==> config.mk <==
export PLATFORM = sky130hd
export DESIGN_NAME = game_sequencer
export DESIGN_NICKNAME = d
export VERILOG_FILES = /design/src/rtl/game_sequencer_pkg.sv /design/src/rtl/game_sequencer_key_debouncer.sv /design/src/rtl/game_sequencer.sv
export SDC_FILE = /design/constraint.sdc
export NUM_CORES = 1
export LEC_CHECK = 0
export ABC_AREA = 1
export BUFFER_PORTS_ARGS = -buffer_cell sky130_fd_sc_hd__buf_4
export CAP_MARGIN = 10
export CELL_PAD_IN_SITES_DETAIL_PLACEMENT = 0
export CELL_PAD_IN_SITES_GLOBAL_PLACEMENT = 1
export CORE_MARGIN = 8
export CORE_UTILIZATION = 40
export CTS_CLUSTER_SIZE = 20
export DETAILED_ROUTE_END_ITERATION = 7
export PLACE_DENSITY_LB_ADDON = 0.1
export SLEW_MARGIN = 40
export SYNTH_ARGS = -nofsm -noshare
export SYNTH_HDL_FRONTEND = slang
export SYNTH_SLANG_ARGS = --single-unit
==> constraint.sdc <==
create_clock -name CLOCK_25 -period 1.7 [get_ports CLOCK_25]
set_input_delay 0.17 -clock CLOCK_25 [delete_from_list [all_inputs] [get_ports CLOCK_25]]
set_output_delay 0.17 -clock CLOCK_25 [all_outputs]
set_load 0.01 [all_outputs]
==> src/rtl/game_sequencer_pkg.sv <==
// game_sequencer_pkg
//   Symbols shared by the Pong match controller and its helpers:
//   game state encodings (also shown on the debug LEDs), winner codes,
//   default timing constants and the speed-level saturation helper.
package game_sequencer_pkg;

  typedef enum logic [2:0] {
    IDLE  = 3'd0,
    SERVE = 3'd1,
    PLAY  = 3'd2,
    PAUSE = 3'd3,
    POINT = 3'd4,
    WIN   = 3'd5
  } game_state_t;

  localparam logic [1:0] WINNER_NONE = 2'd0;
  localparam logic [1:0] WINNER_P1   = 2'd1;
  localparam logic [1:0] WINNER_P2   = 2'd2;

  localparam int DEFAULT_WIN_SCORE       = 7;
  localparam int DEFAULT_SERVE_TICKS     = 60;
  localparam int DEFAULT_POINT_TICKS     = 30;
  localparam int DEFAULT_WIN_TICKS       = 180;
  localparam int DEFAULT_SPEEDUP_HITS    = 4;
  localparam int DEFAULT_MAX_SPEED       = 3;
  localparam int DEFAULT_DEBOUNCE_CYCLES = 250000;

  // Next speed level, holding once max_level is reached.
  function automatic logic [1:0] speed_up(input logic [1:0] level,
                                          input logic [1:0] max_level);
    return (level == max_level) ? level : level + 2'd1;
  endfunction

endpackage

==> src/rtl/game_sequencer_key_debouncer.sv <==
// key_debouncer
//   Cleans up one raw active-low FPGA key: synchroniser chain, stability
//   counter, and a one-cycle press pulse on the debounced falling edge.
//   A key held down yields exactly one press; releasing yields none.
// Ports:
//   clk    in  system clock
//   reset  in  asynchronous active-high reset (key treated as released)
//   key_n  in  raw active-low key, asynchronous to clk
//   press  out one-cycle pulse when the debounced key goes pressed
module key_debouncer #(
  parameter int DEBOUNCE_CYCLES = 250000,
  parameter int SYNC_STAGES     = 2
) (
  input  logic clk,
  input  logic reset,
  input  logic key_n,
  output logic press
);

  localparam int CW = $clog2(DEBOUNCE_CYCLES + 1);
  localparam logic [CW-1:0] CNT_LAST = CW'(DEBOUNCE_CYCLES - 1);
  localparam logic [CW-1:0] CNT_ONE  = CW'(1);

  logic [SYNC_STAGES-1:0] sync_reg;
  logic [CW-1:0]          cnt_reg;
  logic                   stable_reg;
  logic                   press_reg;
  logic                   key_sync;

  assign key_sync = sync_reg[SYNC_STAGES-1];
  assign press    = press_reg;

  always_ff @(posedge clk or posedge reset) begin
    if (reset) begin
      sync_reg   <= '1;
      cnt_reg    <= '0;
      stable_reg <= 1'b1;
      press_reg  <= 1'b0;
    end else begin
      sync_reg  <= {sync_reg[SYNC_STAGES-2:0], key_n};
      press_reg <= 1'b0;
      // Any return to the accepted level restarts the stability window,
      // so bounces shorter than DEBOUNCE_CYCLES never get through.
      if (key_sync == stable_reg) begin
        cnt_reg <= '0;
      end else if (cnt_reg == CNT_LAST) begin
        stable_reg <= key_sync;
        cnt_reg    <= '0;
        press_reg  <= ~key_sync;
      end else begin
        cnt_reg <= cnt_reg + CNT_ONE;
      end
    end
  end

endmodule

==> src/rtl/game_sequencer.sv <==
// game_sequencer
//   Match-level controller for the Pong datapath: game FSM, scores, serve
//   direction, ball speed level, run gating and ball-reset pulses. Timing
//   is counted in ball-clock ticks.
// Ports:
//   CLOCK_25     in  25 MHz system clock
//   reset        in  asynchronous active-high reset
//   tick         in  one-cycle pulse per ball-clock period
//   start_key_n  in  raw active-low start/pause key
//   miss_1/2     in  ball passed player 1/2 (the other player scores)
//   hit          in  any paddle hit
//   run          out ball and paddles may move
//   ball_reset   out one-cycle pulse, recentre the ball
//   serve_left   out next serve travels toward player 1
//   score_1/2    out player scores
//   winner       out 0 none, 1 player 1, 2 player 2
//   speed_level  out ball speed index 0..MAX_SPEED
//   state        out current FSM state for debug LEDs
module game_sequencer
  import game_sequencer_pkg::*;
#(
  parameter int WIN_SCORE       = DEFAULT_WIN_SCORE,
  parameter int SERVE_TICKS     = DEFAULT_SERVE_TICKS,
  parameter int POINT_TICKS     = DEFAULT_POINT_TICKS,
  parameter int WIN_TICKS       = DEFAULT_WIN_TICKS,
  parameter int SPEEDUP_HITS    = DEFAULT_SPEEDUP_HITS,
  parameter int MAX_SPEED       = DEFAULT_MAX_SPEED,
  parameter int DEBOUNCE_CYCLES = DEFAULT_DEBOUNCE_CYCLES
) (
  input  logic       CLOCK_25,
  input  logic       reset,
  input  logic       tick,
  input  logic       start_key_n,
  input  logic       miss_1,
  input  logic       miss_2,
  input  logic       hit,
  output logic       run,
  output logic       ball_reset,
  output logic       serve_left,
  output logic [2:0] score_1,
  output logic [2:0] score_2,
  output logic [1:0] winner,
  output logic [1:0] speed_level,
  output logic [2:0] state
);

  localparam int HW = $clog2(SPEEDUP_HITS + 1);
  // Timer expiry fires on the tick that would make the count hit the target.
  localparam logic [7:0]    SERVE_LAST = 8'(SERVE_TICKS - 1);
  localparam logic [7:0]    POINT_LAST = 8'(POINT_TICKS - 1);
  localparam logic [7:0]    WIN_LAST   = 8'(WIN_TICKS - 1);
  localparam logic [2:0]    WIN_SC     = 3'(WIN_SCORE);
  localparam logic [1:0]    MAX_LVL    = 2'(MAX_SPEED);
  localparam logic [HW-1:0] HIT_LAST   = HW'(SPEEDUP_HITS - 1);
  localparam logic [HW-1:0] HIT_ONE    = HW'(1);

  game_state_t   state_reg, state_next;
  logic [7:0]    timer_reg, timer_next;
  logic [2:0]    score_1_reg, score_1_next;
  logic [2:0]    score_2_reg, score_2_next;
  logic [1:0]    winner_reg, winner_next;
  logic [1:0]    speed_reg, speed_next;
  logic [HW-1:0] hit_cnt_reg, hit_cnt_next;
  logic          serve_left_reg, serve_left_next;
  logic          ball_reset_reg, ball_reset_next;
  logic          press;

  key_debouncer #(
    .DEBOUNCE_CYCLES(DEBOUNCE_CYCLES)
  ) u_start_key (
    .clk   (CLOCK_25),
    .reset (reset),
    .key_n (start_key_n),
    .press (press)
  );

  always_ff @(posedge CLOCK_25 or posedge reset) begin
    if (reset) begin
      state_reg      <= IDLE;
      timer_reg      <= '0;
      score_1_reg    <= '0;
      score_2_reg    <= '0;
      winner_reg     <= WINNER_NONE;
      speed_reg      <= '0;
      hit_cnt_reg    <= '0;
      serve_left_reg <= 1'b0;
      ball_reset_reg <= 1'b0;
    end else begin
      state_reg      <= state_next;
      timer_reg      <= timer_next;
      score_1_reg    <= score_1_next;
      score_2_reg    <= score_2_next;
      winner_reg     <= winner_next;
      speed_reg      <= speed_next;
      hit_cnt_reg    <= hit_cnt_next;
      serve_left_reg <= serve_left_next;
      ball_reset_reg <= ball_reset_next;
    end
  end

  always_comb begin
    state_next      = state_reg;
    timer_next      = timer_reg;
    score_1_next    = score_1_reg;
    score_2_next    = score_2_reg;
    winner_next     = winner_reg;
    speed_next      = speed_reg;
    hit_cnt_next    = hit_cnt_reg;
    serve_left_next = serve_left_reg;
    ball_reset_next = 1'b0;

    case (state_reg)
      IDLE: begin
        if (press) begin
          state_next      = SERVE;
          timer_next      = '0;
          ball_reset_next = 1'b1;
          score_1_next    = '0;
          score_2_next    = '0;
          winner_next     = WINNER_NONE;
        end
      end
      SERVE: begin
        if (tick) begin
          if (timer_reg == SERVE_LAST) begin
            state_next = PLAY;
            timer_next = '0;
          end else begin
            timer_next = timer_reg + 8'd1;
          end
        end
      end
      PLAY: begin
        // miss_1 outranks miss_2, and any miss outranks hit and press.
        if (miss_1 || miss_2) begin
          timer_next   = '0;
          speed_next   = '0;
          hit_cnt_next = '0;
          state_next   = POINT;
          if (miss_1) begin
            score_2_next    = score_2_reg + 3'd1;
            serve_left_next = 1'b1;
            if (score_2_reg + 3'd1 == WIN_SC) begin
              state_next  = WIN;
              winner_next = WINNER_P2;
            end
          end else begin
            score_1_next    = score_1_reg + 3'd1;
            serve_left_next = 1'b0;
            if (score_1_reg + 3'd1 == WIN_SC) begin
              state_next  = WIN;
              winner_next = WINNER_P1;
            end
          end
        end else begin
          if (hit) begin
            if (hit_cnt_reg == HIT_LAST) begin
              hit_cnt_next = '0;
              speed_next   = speed_up(speed_reg, MAX_LVL);
            end else begin
              hit_cnt_next = hit_cnt_reg + HIT_ONE;
            end
          end
          if (press) begin
            state_next = PAUSE;
            timer_next = '0;
          end
        end
      end
      PAUSE: begin
        if (press) begin
          state_next = PLAY;
          timer_next = '0;
        end
      end
      POINT: begin
        if (tick) begin
          if (timer_reg == POINT_LAST) begin
            state_next      = SERVE;
            timer_next      = '0;
            ball_reset_next = 1'b1;
          end else begin
            timer_next = timer_reg + 8'd1;
          end
        end
      end
      WIN: begin
        // Scores and winner stay visible until the next press in IDLE.
        if (tick) begin
          if (timer_reg == WIN_LAST) begin
            state_next = IDLE;
            timer_next = '0;
          end else begin
            timer_next = timer_reg + 8'd1;
          end
        end
      end
      default: begin
        state_next = IDLE;
        timer_next = '0;
      end
    endcase
  end

  assign run         = (state_reg == PLAY);
  assign ball_reset  = ball_reset_reg;
  assign serve_left  = serve_left_reg;
  assign score_1     = score_1_reg;
  assign score_2     = score_2_reg;
  assign winner      = winner_reg;
  assign speed_level = speed_reg;
  assign state       = state_reg;

endmodule

After elaboration in Yosys (flattened, before gate mapping)
Cells that the tools add are included.

storage, ports and cells
  register bits = 48
  input bits = 7
  output and inout port bits = 16
  word-level logic and storage cells = 117

operators by class
  add/subtract/negate cells = 6
  equality and inequality tests = 29
  muxes and demuxes = 52
  bitwise logic cells = 2
  reduce and logical (&&, ||, !) cells = 15

operators by type and width
  cell                     number
  $mux W8                  8
  $mux W3                  19
  $pmux W8 S5              1
  $mux W18                 2
  $add A18 B1 Y18 const B  1
  $eq A18 B18 Y1 const B   1
  $mux W2                  9
  $ne A2 B2 Y1 const B     9
  $pmux W3 S6              1
  $eq A3 B3 Y1 const B     4
  $pmux W3 S2              2
  $reduce_and A4 Y1        3
  $add A3 B1 Y3 const B    3
  $eq A3 B2 Y1 const B     3
  $reduce_and A9 Y1        1
  $add A8 B1 Y8 const B    1
  $eq A8 B5 Y1 const B     1
  $eq A8 B6 Y1 const B     1
  $eq A8 B8 Y1 const B     1
  $mux W1                  8
  $ne A2 B1 Y1 const B     3
  $ne A3 B2 Y1 const B     2
  $reduce_and A2 Y1        3
  $reduce_bool A2 Y1       3
  13 further kinds         14

Depth between registers and ports, before layout
Gate-level depths: netlist of the first run.

  depth in word-level cells = 6
  mapped depth = 12
  gate-level depth less buffers = 11

By module
Synthesis of the first run repeated with hierarchy kept, for this count alone.

unflattened totals
  cell total of the unflattened synthesis = 396
  area total of the unflattened synthesis = 2,925.3 µm²

modules (own cells, without submodules)
  module          instances  cells each  area each (µm²)  seq. area each (µm²)
  game_sequencer  1          250         1,727.9          650.6
  key_debouncer   1          146         1,197.4          554.3

Worst setup path before layout of the first run
OpenSTA, ideal clock, no wires.

  kind = flip-flop to flip-flop
  start point = register timer_reg[0]
  end point = register timer_reg[6]
  arrival = 1.229 ns
  required time = 1.583 ns
  path slack = 0.354 ns
  stages on the path, launching flop included = 12
  period minus slack after synthesis = 1.346 ns
  cells stage by stage = dfrtp_1 -> ha_1 -> nand2_1 -> nor2_2 -> nand2_1 -> nand2_1 -> nand3_2 -> buf_6 -> nand2_1 -> nand2_1 -> nand2_1 -> nand2_1

between the ends
  cells in the longest elaborated chain, start to end = 4

RTL lines
  what                                         RTL line                                                             source
  start: declaration                           game_sequencer.sv:58                                                 logic [7:0] timer_reg, timer_next;
  start signal: assignment                     game_sequencer.sv:90                                                 timer_reg <= timer_next;
  $add A8 B1 Y8, or another cell as far along  game_sequencer.sv:129, game_sequencer.sv:183, game_sequencer.sv:194
  $mux W8 (on tied branches)                   game_sequencer.sv:190, game_sequencer.sv:125, game_sequencer.sv:178
  $mux W8 (on tied branches)                   game_sequencer.sv:189, game_sequencer.sv:124, game_sequencer.sv:177
  $pmux W8 S5 (*)                              game_sequencer.sv:112                                                case (state_reg)

Mark *: on every way between the ends. The rest lies on a longest branch, timed or not. The select of a mux whose other input is x is not followed.
A chain may end at the register's enable or synchronous reset.

Worst setup path after layout of the first run
  start point = register u_start_key.cnt_reg[0]
  end point = register u_start_key.cnt_reg[17]

between the ends
  cells in the longest elaborated chain, start to end = 3

RTL lines
  what                                               RTL line                                                                source
  start: declaration                                 game_sequencer_key_debouncer.sv:25                                      logic [CW-1:0] cnt_reg;
  start signal: assignment                           game_sequencer_key_debouncer.sv:51                                      cnt_reg <= cnt_reg + CNT_ONE;
  $add A18 B1 Y18 or $eq A18 B18 Y1 (tied branches)  game_sequencer_key_debouncer.sv:51, game_sequencer_key_debouncer.sv:46
  $mux W18 (*)                                       game_sequencer_key_debouncer.sv:46                                      end else if (cnt_reg == CNT_LAST) begin
  $mux W18 (*)                                       game_sequencer_key_debouncer.sv:44                                      if (key_sync == stable_reg) begin

Mark *: on every way between the ends. The rest lies on a longest branch, timed or not.

==> qor.csv, run 1 <==
stage;metric;value;unit
status;status;finished, final reports clean;
timing;TNS Setup;0;ns
placement;DP HPWL;4670;microns
setup_path;FF-to-FF End;u_start_key.cnt_reg[17];
timing;period utilization;0.904;
detailed_routing;Routed met2 length;2890;microns
clock_network;H-tree Lvls;2;
pwr;cell area power density;639;mW/mm^2
synthesis;Syn Nets;390;
synthesis;synthesis-stage register bit count;48;
detailed_routing;Final ANT Viol Nets;0;
detailed_routing;DRT iter0 DRCs;91;
synthesis;Post-Syn Area;0.00284;sq mm
floorplan;initial core utilization;0.415;
clock_network;clock root cell;clkbuf_8;
synthesis;average cell area after synthesis;7.58;sq um
layout;area grow syn2layout;16.4;%
floorplan;number of I/O pins;23;
setup_path;Worst Reg-to-Reg Cells;8;
pwr;Leak Pwr;1.64;nW
detailed_routing;met1 WL;2920;microns
setup_path;Worst EP arrival;1.76;ns
timing;Final Setup Violations;0;
timing;fin crit period;1.54;ns
global_routing;largest net degree at the start of global routing;49;
synthesis;Gate Count Post-Synth;374;
timing;max_slew headroom;0.746;
synthesis;Seq/Total Area, Yosys;0.425;
pwr;clock power share;0.390;
global_routing;number of global-route vias before repair;2303;
synthesis;Syn. warnings;0;
synthesis;Synth area leader;dfrtp_1;
layout;Total Nets Final;425;
detailed_routing;routed vias/inst;4.66;
timing;RSZ-0062 raised after global routing;no;
clock_network;Clock Latency Late Sink;0.29;ns
setup_path;R2R Setup Slk;0.16;ns
flow_run;max cap viols;0;
global_routing;GRT Util Overall;0.131;
clock_network;Max clock buf depth;2;
setup_path;WP data required;1.93;ns
clock_network;clock-pin slew on the worst setup and hold paths;0.09;ns
floorplan;die footprint;0.0100;sq mm
detailed_routing;uppermost layer routed;met4;
global_routing;initial antenna violation count;0;
clock_network;setup bufs post-CTS;0;
setup_path;startpoint types;register;
floorplan;DIE HEIGHT;100;microns
pwr;Flop pwr share;0.555;
min_path;hold crit path type;input pin to register;
placement;number of port buffers;22;
detailed_routing;DR WL met3;228;microns
clock_network;Num CTS Buffers;5;
pwr;peak supply drop;0.000333;V
pwr;Switching Share;0.222;
detailed_routing;first drt pass iteration count;5;
layout;max FFs per register;18;
min_path;Hold EP;ball_reset;
layout;share of layout cells above drive strength 1;0.168;
clock_network;CTS sink count;48;
timing;clk_skew;0.00664;ns
timing;Final Slew Violations;0;
timing;Highest Clock Rate;651;MHz
pwr;Net Switching;0.467;mW
detailed_routing;Vias;2358;
min_path;Hold Startpoint;tick;
setup_path;class of the most critical setup path;register to register;
synthesis;Synth cell types;35;
pwr;P_int;1.64;mW
setup_path;Reg2Reg Launch Point;u_start_key.cnt_reg[0];
pwr;Tot Pwr;2.11;mW
pwr;Combinational Power Share;0.055;
detailed_routing;drt drc;0;
timing;final setup margin;0.163;ns
timing;Slew @ Worst Pin;0.380;ns
clock_network;CTS tree;done;
global_routing;first-pass GRT wire length;10800;microns
synthesis;area share of the largest cell type after synthesis;0.397;
synthesis;ranking of synthesized cells by area;dfrtp_1 40%, nand2_1 14%, inv_1 6.4%, nor2_1 6.4%, nand3_1 4.6%;
floorplan;Die W;100;microns
detailed_routing;Avg WL per Cell;12.0;microns
floorplan;# rows;30;
placement;dpl ws;0.0886;ns
floorplan;Core Box Area;0.00683;sq mm
setup_path;Worst Setup End Kind;register;
min_path;worst hold stages;3;
global_routing;grt ovf;0;
setup_path;Crit Path Max Fanout;5;
layout;ant diodes;0;
timing;final hold vios;0;
placement;routability cong.;0.835;
detailed_routing;final WL;6080;microns
[power groups by stage]
| stage | sequential (mW) | combinational (mW) | clock [mW] |
|---|---|---|---|
| after global placement | 1.19 | 0.118 | 0 |
| after floorplan | 1.19 | 0.0600 | 0 |
| after detailed placement | 1.19 | 0.118 | 0 |
| after CTS | 1.17 | 0.122 | 0.857 |
| after global routing | 1.17 | 0.132 | 0.899 |
| final | 1.17 | 0.117 | 0.821 |
[cells in the mapped netlist]
| master | number |
|---|---|
| a22oi_1 | 1 |
| nand3_2 | 3 |
| nor2_4 | 2 |
| o21ai_4 | 1 |
| a21boi_1 | 1 |
| nor3_4 | 1 |
| nand2_2 | 3 |
| dfstp_2 | 3 |
| nand2_4 | 1 |
| o21ai_1 | 5 |
| inv_2 | 9 |
| nor2_2 | 3 |
| a21oi_2 | 1 |
| nand4_1 | 6 |
| nand3_1 | 26 |
| mux2i_1 | 1 |
| nor2_8 | 1 |
| xnor2_1 | 2 |
| o21a_1 | 1 |
| a21oi_1 | 2 |
| nor3b_4 | 1 |
| buf_6 | 1 |
| xor2_1 | 10 |
| inv_4 | 2 |
| o21bai_1 | 1 |
| inv_1 | 48 |
| o21ai_0 | 17 |
| dfrtp_1 | 45 |
| nand3b_1 | 2 |
| ha_1 | 9 |
| nor3_1 | 11 |
| nand2_1 | 103 |
| nor2_1 | 48 |
| nor3_2 | 2 |
| o21ai_2 | 1 |
[metal layers]
layer / global-route usage / vias to the layer above
met4: 0.0291 / 0
met1: 0.160 / 1073
met3: 0.0332 / 4
met2: 0.225 / 32
li1: - / 1249
met5: 0 / -
[final cells by class]
cell class              count  area, sq um
multi-input cells         266         1410
flip-flops and latches     48         1200
repair buffers             29          235
clock inverters             2         35.0
inverters                  59          226
fillers                   689         3530
well taps                  96          120
clock buffers               6         72.6
[logic make-up after synthesis]
group           share of synthesized area
simple gates                        0.346
buf+inv                            0.0838
flops                               0.425
compound gates                     0.0649
xor+xnor                           0.0371
fa+ha+maj                          0.0397
mux                               0.00353
[layout by cell type (no fill, tap or decap), types with 2 or more instances in the layout]
cell | Yosys | layout
xor2_1 | 10 | 10
nand3_2 | 3 | 2
o21ai_1 | 5 | 5
dfstp_2 | 3 | 3
nor2_2 | 3 | 2
a21oi_1 | 2 | 2
nand4_1 | 6 | 6
nor3_1 | 11 | 11
nand2_2 | 3 | 3
inv_1 | 48 | 47
inv_4 | 2 | 2
nor3_2 | 2 | 2
dfrtp_1 | 45 | 45
ha_1 | 9 | 9
nor2_4 | 2 | 3
nand3_1 | 26 | 26
buf_4 | 0 | 26
dlygate4sd3_1 | 0 | 2
nor2_1 | 48 | 48
inv_2 | 9 | 10
clkbuf_8 | 0 | 5
nand3b_1 | 2 | 2
xnor2_1 | 2 | 2
nand2_1 | 103 | 103
o21ai_0 | 17 | 17
[worst max-delay path: stages, from the launching register on]
cell,delay [ns]
dfrtp_1,0.42
ha_1,0.25
nand3_2,0.11
inv_2,0.06
nand3b_1,0.16
nor2_2,0.07
nor2_1,0.21
nand2_1,0.08
nor2_1,0.10
[repair_timing]
action                     in CTS  in global routing
hold buffers                    2                  0
setup endpoints to repair       0                  4
resized for setup               0                  2
hold endpoints to repair       46                  0
[metrics by stage]
step / hold WS, ns / area (sq um) / util / std cells
floorplan: 0.174 / 2840 / - / 374
global placement: 0.247 / 3160 / 0.462 / 496
detailed placement: 0.245 / 3160 / 0.462 / 496
CTS: 0.129 / 3290 / 0.481 / 506
global route: 0.175 / 3300 / 0.483 / 506
finish: 0.144 / 3300 / 0.483 / 506
[worst max path at each step]
stage                           start                 endpoint  slack [ns]  depth (start not counted)
2_1_floorplan            timer_reg[0]             timer_reg[6]        0.35                         11
3_3_place_gp             timer_reg[0]                 state[0]        0.15                          8
3_5_place_dp             timer_reg[0]                 state[0]        0.09                          8
4_1_cts                  timer_reg[0]                 state[0]        0.07                          8
5_1_grt        u_start_key.cnt_reg[0]  u_start_key.cnt_reg[17]        0.01                          8
6_report       u_start_key.cnt_reg[0]  u_start_key.cnt_reg[17]        0.16                          8
Power figures use the tool's default switching activity.
==> run 2, diff against run 1 <==
- CELL_PAD_IN_SITES_DETAIL_PLACEMENT: 0 -> default
- CELL_PAD_IN_SITES_GLOBAL_PLACEMENT: 1 -> default
- PLACE_DENSITY_LB_ADDON: 0.1 -> default
==> run 2 against run 1 <==
Compared with the run above: global-route usage decreased by 0.53 points; combinational power decreased by 3%; clock power about the same; first-iteration DRC count unchanged; worst hold slack improved by 0.027 ns; die area unchanged; routed wire length decreased by 2.7%.
==> qor.csv, run 2 (synthesis gave the netlist of run 1 again) <==
stage;metric;value;unit;change
status;status;finished, final reports clean;;unchanged
setup_path;Worst path most repeated cell;nor2_1;;unchanged
global_routing;largest net degree at the start of global routing;49;;unchanged
setup_path;slowest stage delay, CP;0.43;ns;was 0.42 ns
setup_path;Worst Setup SP;u_start_key.cnt_reg[0];;unchanged
timing;max_slew headroom;0.767;;was 0.746
pwr;peak supply drop;0.000406;V;was 0.000333 V
timing;final hold vios;0;;unchanged
setup_path;crit path to;u_start_key.cnt_reg[10];;was u_start_key.cnt_reg[17]
global_routing;initial antenna violation count;0;;unchanged
detailed_routing;drt drc;0;;unchanged
detailed_routing;Avg WL per Cell;11.7;microns;was 12.0 microns
setup_path;Worst Reg-to-Reg Cells;8;;unchanged
clock_network;H-tree Lvls;2;;unchanged
detailed_routing;final WL;5920;microns;was 6080 microns
pwr;Leak Pwr;1.63;nW;was 1.64 nW
timing;fin crit period;1.52;ns;was 1.54 ns
layout;Total Nets Final;424;;was 425
pwr;cell area power density;638;mW/mm^2;was 639 mW/mm^2
timing;period utilization;0.896;;was 0.904
flow_run;max cap viols;0;;unchanged
floorplan;die footprint;0.0100;sq mm;unchanged
global_routing;number of global-route vias before repair;2296;;was 2,303
timing;Worst Hold Margin;0.171;ns;was 0.144 ns
setup_path;Reg2Reg Launch Point;u_start_key.cnt_reg[0];;unchanged
setup_path;Worst EP arrival;1.76;ns;about the same
setup_path;Crit path depth;8;;unchanged
global_routing;GRT Util Overall;0.126;;was 0.131
floorplan;Core Box Area;0.00683;sq mm;unchanged
clock_network;Num CTS Buffers;5;;unchanged
timing;Slew @ Worst Pin;0.348;ns;was 0.380 ns
detailed_routing;routed vias/inst;4.74;;was 4.66
clock_network;clock root cell;clkbuf_8;;unchanged
timing;RSZ-0062 raised after global routing;no;;unchanged
setup_path;R2R Setup Slk;0.18;ns;was 0.16 ns
placement;routability cong.;0.918;;was 0.835
setup_path;critical-path cell list;ha_1 -> nand3_2 -> inv_2 -> nand3b_1 -> nor2_2 -> nor2_1 -> nand2_1 -> nor2_1;;unchanged
setup_path;class of the most critical setup path;register to register;;unchanged
placement;DP HPWL;4450;microns;was 4670 microns
setup_path;WP data required;1.93;ns;about the same
setup_path;slowest cell on the critical path;dfrtp_1;;unchanged
global_routing;grt ovf;0;;unchanged
floorplan;initial core utilization;0.415;;unchanged
setup_path;Crit Path Max Fanout;5;;unchanged
detailed_routing;Vias;2395;;was 2,358
layout;area grow syn2layout;16.1;%;was 16.4%
timing;Final Setup Violations;0;;unchanged
timing;clk_skew;0.00919;ns;was 0.00664 ns
clock_network;Max clock buf depth;2;;unchanged
setup_path;Worst Setup End Kind;register;;unchanged
timing;TNS Setup;0;ns;unchanged
timing;Final Slew Violations;0;;unchanged
clock_network;clock-pin slew on the worst setup and hold paths;0.09;ns;about the same
layout;post-layout util;0.482;;was 0.483
detailed_routing;DRT iter0 DRCs;91;;unchanged
layout;most common cell after layout, fill and taps aside;nand2_1;;unchanged
setup_path;startpoint types;register;;unchanged
layout;share of layout cells above drive strength 1;0.166;;was 0.168
layout;commonest non-fill, non-tap cells in the layout;103 x nand2_1, 48 x nor2_1, 47 x inv_1;;unchanged
detailed_routing;first drt pass iteration count;5;;unchanged
floorplan;DIE HEIGHT;100;microns;unchanged
setup_path;cell family with most CP delay;simple AND/OR/NAND/NOR gates;;unchanged
layout;non-filler instance count after layout;505;;was 506
setup_path;FF-to-FF End;u_start_key.cnt_reg[10];;was u_start_key.cnt_reg[17]
clock_network;Clock Latency Late Sink;0.30;ns;was 0.29 ns
timing;Highest Clock Rate;656;MHz;was 651 MHz
floorplan;number of I/O pins;23;;unchanged
setup_path;CP bufs+invs;1;;unchanged
detailed_routing;Final ANT Viol Nets;0;;unchanged
floorplan;# rows;30;;unchanged
min_path;hold crit path type;input pin to register;;unchanged
placement;dpl cells;495;;was 496
clock_network;CTS sink count;48;;unchanged
placement;number of port buffers;22;;unchanged
clock_network;setup bufs post-CTS;0;;unchanged
global_routing;first-pass GRT wire length;10300;microns;was 10,800 microns
layout;ant diodes;0;;unchanged
clock_network;CTS tree;done;;unchanged
layout;max FFs per register;18;;unchanged
floorplan;Die W;100;microns;unchanged
==> run 2: cell types whose count changed in the layout (fill, tap and decap cells not counted) <==
cell   previous run  this run
buf_4            26        25
==> run 2: worst min-delay path: stages <==
cell and delay (ns):
buf_4 0.11, nand2_1 0.06, o21ai_0 0.08
==> run 2: worst min path at each step <==
stage	startpoint	endpoint	slack, ns	cells after the start
floorplan	start_key_n	u_start_key.sync_reg[0]	0.17	0
global placement	reset	winner[0]	0.24	3
detailed placement	reset	winner[0]	0.24	3
CTS	tick	ball_reset	0.15	3
global route	tick	ball_reset	0.17	3
finish	tick	ball_reset	0.17	3
==> run 2: layout make-up <==
| type | instances | area [sq um] |
|---|---|---|
| Tap cell | 96 | 120 |
| Timing Repair Buffer | 28 | 228 |
| Multi-Input combinational cell | 266 | 1410 |
| Fill cell | 701 | 3540 |
| Inverter | 59 | 226 |
| Clock buffer | 6 | 72.6 |
| Sequential cell | 48 | 1200 |
| Clock inverter | 2 | 35.0 |
==> run 2: per-stage QoR <==
step	area [sq um]	setup slack, ns	total power [mW]
global route	3290	0.0389	2.20
floorplan	2840	0.354	1.25
finish	3290	0.176	2.10
global placement	3150	0.171	1.30
CTS	3280	0.121	2.14
detailed placement	3150	0.133	1.31
==> run 2: power by group <==
| part | internal, mW | total (mW) | switching [mW] | leakage (nW) |
|---|---|---|---|---|
| Sequential | 1.16 | 1.17 | 0.0132 | 0.594 |
| Combinational | 0.0447 | 0.113 | 0.0681 | 0.980 |
| Clock | 0.437 | 0.819 | 0.382 | 0.0552 |
| Total | 1.64 | 2.10 | 0.463 | 1.63 |
==> run 2: timing repair <==
item | 4_1_cts | 5_1_grt
hold buffers | 2 | 0
endpoints found under the hold margin | 46 | 0
gates resized for setup | 0 | 2
setup endpoints to repair | 0 | 4
==> run 2: routing by layer <==
metal | wire [microns] | vias up | track usage
li1 | - | 1241 | -
met1 | 2800 | 1101 | 0.156
met2 | 2750 | 43 | 0.207
met3 | 285 | 10 | 0.0332
met4 | 83 | 0 | 0.0395
met5 | 0 | - | 0
